## config.mk

```make
export PLATFORM = sky130hd
export DESIGN_NAME = johnson_decoder
export DESIGN_NICKNAME = d
export VERILOG_FILES = /design/src/rtl/johnson_pkg.sv /design/src/rtl/johnson_code_classify.sv /design/src/rtl/johnson_decoder.sv
export SDC_FILE = /design/constraint.sdc
export NUM_CORES = 1
export LEC_CHECK = 0
export CORE_MARGIN = 2
export CORE_UTILIZATION = 45
export DETAILED_ROUTE_END_ITERATION = 12
export HOLD_SLACK_MARGIN = 0.05
export PLACE_DENSITY = 0.76
export SLEW_MARGIN = 20
export SYNTH_ARGS = -nofsm -noshare
export SYNTH_HDL_FRONTEND = slang
export SYNTH_SLANG_ARGS = --single-unit
```

## constraint.sdc

```tcl
create_clock -name clk -period 6.1 [get_ports clk]
set_input_delay 1.22 -clock clk [delete_from_list [all_inputs] [get_ports clk]]
set_output_delay 1.22 -clock clk [all_outputs]
set_load 0.005 [all_outputs]
```

## src/rtl/johnson_pkg.sv

```systemverilog
// Shared types and constants for the Johnson-code receive checker.
package johnson_pkg;

  typedef enum logic [1:0] {
    HUNT   = 2'd0,
    SYNC   = 2'd1,
    LOCKED = 2'd2
  } state_t;

  localparam int              ERR_W   = 8;
  localparam logic [ERR_W-1:0] ERR_MAX = '1;

endpackage

```

## src/rtl/johnson_code_classify.sv

```systemverilog
// Combinational classifier: checks a Johnson word for legality and maps it to its step index.
module johnson_code_classify #(
  parameter int WIDTH = 4,
  localparam int IW = $clog2(2*WIDTH)
) (
  input  logic [WIDTH-1:0] code,
  output logic             legal,
  output logic [IW-1:0]    index
);

  int unsigned k;

  always_comb begin
    legal = 1'b1;
    k     = 0;
    for (int unsigned i = 0; i < WIDTH; i++) begin
      if (code[i]) k++;
    end
    // MSB=1 words fill from the top down; MSB=0 words fill from the bottom up.
    if (code[WIDTH-1]) begin
      for (int unsigned i = 0; i < WIDTH-1; i++) begin
        if (code[i] && !code[i+1]) legal = 1'b0;
      end
      index = IW'(k - 1);
    end else begin
      for (int unsigned i = 1; i < WIDTH; i++) begin
        if (code[i] && !code[i-1]) legal = 1'b0;
      end
      index = IW'(2*WIDTH - 1 - k);
    end
  end

endmodule

```

## src/rtl/johnson_decoder.sv

```systemverilog
// Johnson-code stream checker: tracks expected successor, locks after a run of matches,
// flags illegal/out-of-sequence words and keeps a saturating error count.
module johnson_decoder
  import johnson_pkg::*;
#(
  parameter int WIDTH      = 4,
  parameter int LOCK_CNT   = 2,
  parameter int UNLOCK_CNT = 2,
  localparam int IW = $clog2(2*WIDTH)
) (
  input  logic             clk,
  input  logic             rst,
  input  logic             in_valid,
  input  logic [WIDTH-1:0] in_code,
  input  logic             clr_err,
  output logic             out_valid,
  output logic [IW-1:0]    out_index,
  output logic             code_err,
  output logic             seq_err,
  output logic             locked,
  output logic [ERR_W-1:0] err_count
);

  localparam int            MW   = $clog2(LOCK_CNT + 1);
  localparam int            NW   = $clog2(UNLOCK_CNT + 1);
  localparam logic [IW-1:0] LAST = IW'(2*WIDTH - 1);

  function automatic logic [IW-1:0] succ(input logic [IW-1:0] i);
    return (i == LAST) ? '0 : i + 1'b1;
  endfunction

  logic          legal;
  logic [IW-1:0] idx;

  johnson_code_classify #(.WIDTH(WIDTH)) u_classify (
    .code  (in_code),
    .legal (legal),
    .index (idx)
  );

  state_t        state, state_n;
  logic [IW-1:0] expected, expected_n;
  logic [MW-1:0] match_cnt, match_n;
  logic [NW-1:0] miss_cnt, miss_n;
  logic          code_err_n, seq_err_n, missed;

  always_ff @(posedge clk or posedge rst) begin
    if (rst) begin
      state     <= HUNT;
      expected  <= '0;
      match_cnt <= '0;
      miss_cnt  <= '0;
    end else begin
      state     <= state_n;
      expected  <= expected_n;
      match_cnt <= match_n;
      miss_cnt  <= miss_n;
    end
  end

  always_comb begin
    state_n    = state;
    expected_n = expected;
    match_n    = match_cnt;
    miss_n     = miss_cnt;
    code_err_n = 1'b0;
    seq_err_n  = 1'b0;
    missed     = 1'b0;
    if (in_valid) begin
      case (state)
        HUNT: begin
          if (legal) begin
            expected_n = succ(idx);
            match_n    = MW'(1);
            miss_n     = '0;
            state_n    = (LOCK_CNT == 1) ? LOCKED : SYNC;
          end else begin
            code_err_n = 1'b1;
          end
        end
        SYNC: begin
          if (!legal) begin
            code_err_n = 1'b1;
            match_n    = '0;
            state_n    = HUNT;
          end else if (idx == expected) begin
            expected_n = succ(idx);
            if (match_cnt == MW'(LOCK_CNT - 1)) begin
              state_n = LOCKED;
              miss_n  = '0;
            end else begin
              match_n = match_cnt + 1'b1;
            end
          end else begin
            seq_err_n  = 1'b1;
            expected_n = succ(idx);
            match_n    = MW'(1);
          end
        end
        LOCKED: begin
          // An illegal word still consumes a slot, so expected steps forward blindly.
          if (!legal) begin
            code_err_n = 1'b1;
            expected_n = succ(expected);
            missed     = 1'b1;
          end else if (idx == expected) begin
            expected_n = succ(idx);
            miss_n     = '0;
          end else begin
            seq_err_n  = 1'b1;
            expected_n = succ(idx);
            missed     = 1'b1;
          end
          if (missed) begin
            if (miss_cnt == NW'(UNLOCK_CNT - 1)) begin
              state_n = HUNT;
              miss_n  = '0;
              match_n = '0;
            end else begin
              miss_n = miss_cnt + 1'b1;
            end
          end
        end
        default: state_n = HUNT;
      endcase
    end
  end

  always_ff @(posedge clk or posedge rst) begin
    if (rst) begin
      out_valid <= 1'b0;
      out_index <= '0;
      code_err  <= 1'b0;
      seq_err   <= 1'b0;
      locked    <= 1'b0;
      err_count <= '0;
    end else begin
      out_valid <= in_valid;
      code_err  <= code_err_n;
      seq_err   <= seq_err_n;
      locked    <= (state_n == LOCKED);
      if (in_valid && legal) out_index <= idx;
      if (clr_err)
        err_count <= '0;
      else if ((code_err_n || seq_err_n) && err_count != ERR_MAX)
        err_count <= err_count + 1'b1;
    end
  end

endmodule

```

==> metrics <==
CTS tree yes; GP Congestion 0.812; GR Util All Layers 0.185; maximum clock rate 0.230 GHz; P&R area growth vs syn 17.4%; CP max FO 6; CTS H-Tree Depth 1; via/cell ratio about 5.7; top cells by count, synth dfrtp_1, inv_1, ha_1, o21ai_0, a21oi_1; met1 wire length approximately 1700 um; crit-path cells clkdlybuf4s50_1 -> inv_1 -> ha_1 -> xor2_1 -> ha_1 -> o21ai_0 -> ha_1 -> nor2b_1 -> a311oi_1 -> o21ai_1 -> o31ai_4 -> nor3_2 -> mux2_2; root buf cell clkbuf_8; Peak VDD IR 0.112 mV; cts bufs inserted 3; Sequential Power Share 0.377; first-pass iteration count of the detailed router 4; Logic pwr share 0.431; pre-CTS setup slack 1.50 ns; Die Area 4290 sq um; Cell Rows 22; area of the core 3630 sq um; Post-DP Area between 1500 and 2000 sq um; RSZ-0062 raised after global routing no; Crit path largest cell delay 0.60 ns; slowest CP cell clkdlybuf4s50_1; vias in the first global route 1334; Util after Layout 0.550; setup slack after layout about 1.8 ns; endpoint class of the critical path flop; cell area after synthesis 1700 sq um; Critical Path Source Type primary input; ys async rst share 1.00; layout cells sized above 1 0.0816; Pwr Density 282 nW/um^2; ANT nets after route 0; Die X 65.5 um; max layer used met4; Synth cell types 48; cells resized by post-CTS repair 0; switching power total 0.202 mW; IO Count 23; Met2 Routed Length 1620 um; met3 wire len 160 um; ANT cells 0; DR iter-0 viols between 80 and 90; Rel. slew slack 0.385; routed vias 1391; Data required, critical path 6.26 ns; WS Path Type primary input to flop; LEAKAGE a little under 0.9 nW; initial antenna violation count 0; chip height 65.5 um; top post-synthesis cells by area dfrtp_1, ha_1, mux2i_1; post-route cell area 2000 sq um; clock slew at reported path FFs roughly 0.08 ns; drt total wl roughly 3500 um; CP arrival 4.50 ns; actual slew at the worst max-slew pin approximately 0.9 ns; Synth area leader dfrtp_1; Setup violations, final 0; Nets ~220; post-detailed-route wirelength per cell 14.4 um; Main synth FF type dfrtp_1; most instantiated library cell after synthesis dfrtp_1; Seq/Total Area, Yosys 0.353; Cell Int Power ~0.36 mW; min cycle time layout 4.35 ns; PortBufs 22; clock network power share 0.192; residual DRC count 0; postcts setup bufs 0; Crit path top cell by count ha_1; flops & latches, synth 24; max capacitance violation total 0; Sw Share 0.358; syn avg cell area 9.66 sq um; synth warn 0; status complete, no violations; first-pass GRT wire length a little over 6000 um; Post-synth EDFFs 0; Total Negative Setup Slacks 0 ns; Yosys top cell area share 0.353; largest net degree at the start of global routing 25; Final HPWL DP 2530 um; Initial Util 0.468; Final Max Tran Viols 0; final hold vios 0; CTS Buffer Depth 2; hold buffers post-CTS 0; Clock Skew around 0.0021 ns; clock sink count 24; Congestion Overflow GR 0; clk_lat worst skew 0.27 ns; worst min path class flop to flop; cell count after synthesis approximately 180; fin crit share 0.712; syn_nets around 200
==> path summary, 6_finish.rpt <==
kind	slack, ns	startpoint	cells past startpoint	to
worst min register to register	0.50	miss_cnt[1]	1	miss_cnt[1]
min in group asynchronous	1.46	rst	2	err_count[2]
worst min-delay path	0.50	miss_cnt[1]	1	miss_cnt[1]
worst max-delay path	1.75	in_code[1]	13	match_cnt[1]
worst max register to register	3.93	state[0]	8	err_count[6]
max in group asynchronous	4.08	rst	2	state[0]
==> final cells by class <==
| class | instances | area [sq um] |
|---|---|---|
| clock buffer | 4 | 55.1 |
| fill | 345 | 1640 |
| inverter | 15 | 56.3 |
| multi-input combinational | 131 | 1000 |
| sequential | 24 | 601 |
| tap | 48 | 60.1 |
| timing repair buffer | 22 | 220 |
==> critical path, delay by kind of cell <==
kind            cells  cell delay (ns)
fa+ha+maj           3             0.86
compound gates      4             0.77
mux                 1             0.36
buf+inv             2             0.67
xor+xnor            1             0.24
simple gates        2             0.39
==> through the flow <==
step | hold slack, ns | power, mW | instances
5_1_grt | 0.509 | 0.615 | 244
2_1_floorplan | 0.452 | 0.392 | 176
6_report | 0.500 | 0.564 | 244
3_3_place_gp | 0.468 | 0.453 | 240
4_1_cts | 0.498 | 0.568 | 244
3_5_place_dp | 0.479 | 0.457 | 240
==> metal layers <==
| metal | track usage | up-vias |
|---|---|---|
| li1 | - | 680 |
| met5 | 0 | - |
| met3 | 0.0240 | 7 |
| met1 | 0.246 | 664 |
| met2 | 0.306 | 40 |
| met4 | 0.0703 | 0 |
==> layout by cell type, fill, tap and decap left out, types with 2 or more instances in the layout <==
cell / synthesis / layout
inv_1: 15 / 15
a41oi_1: 2 / 2
nand2b_1: 5 / 5
a21oi_1: 12 / 12
o21a_1: 2 / 2
nor3_2: 2 / 2
nand2_1: 11 / 11
ha_1: 13 / 13
clkdlybuf4s50_1: 0 / 22
nand3_1: 9 / 9
dfrtp_1: 24 / 24
mux2i_1: 7 / 7
clkbuf_8: 0 / 4
nor2_1: 3 / 3
xor2_1: 3 / 3
o21ai_0: 13 / 13
nand4_1: 3 / 3
nor2b_1: 4 / 4
o211ai_1: 2 / 2
a21o_1: 2 / 2
mux2_2: 5 / 5
or3_1: 7 / 7
xnor2_1: 3 / 3
==> power groups by stage <==
stage	Clock, mW	Sequential [mW]	Combinational [mW]
detailed placement	0	0.216	0.242
floorplan	0	0.210	0.182
CTS	0.111	0.213	0.244
global route	0.122	0.218	0.275
finish	0.108	0.213	0.243
global placement	0	0.215	0.237
==> cell families after synthesis <==
kind of cell / after synthesis / synth area share
AND/OR/NAND/NOR: 51 / 0.171
AO/OA/AOI/OAI: 47 / 0.190
flip-flops: 24 / 0.353
XOR/XNOR: 7 / 0.0442
buffers and inverters: 21 / 0.0559
multiplexers: 13 / 0.0898
adder cells (fa/ha/maj): 13 / 0.0957
==> sequential cells by signal, summed over array words and instances, names as in the netlist <==
signal and count:
locked 1, code_err 1, expected 3, out_valid 1, miss_cnt 2, state 2, seq_err 1, match_cnt 2
err_count 8, out_index 3
Power figures use the tool's default switching activity.
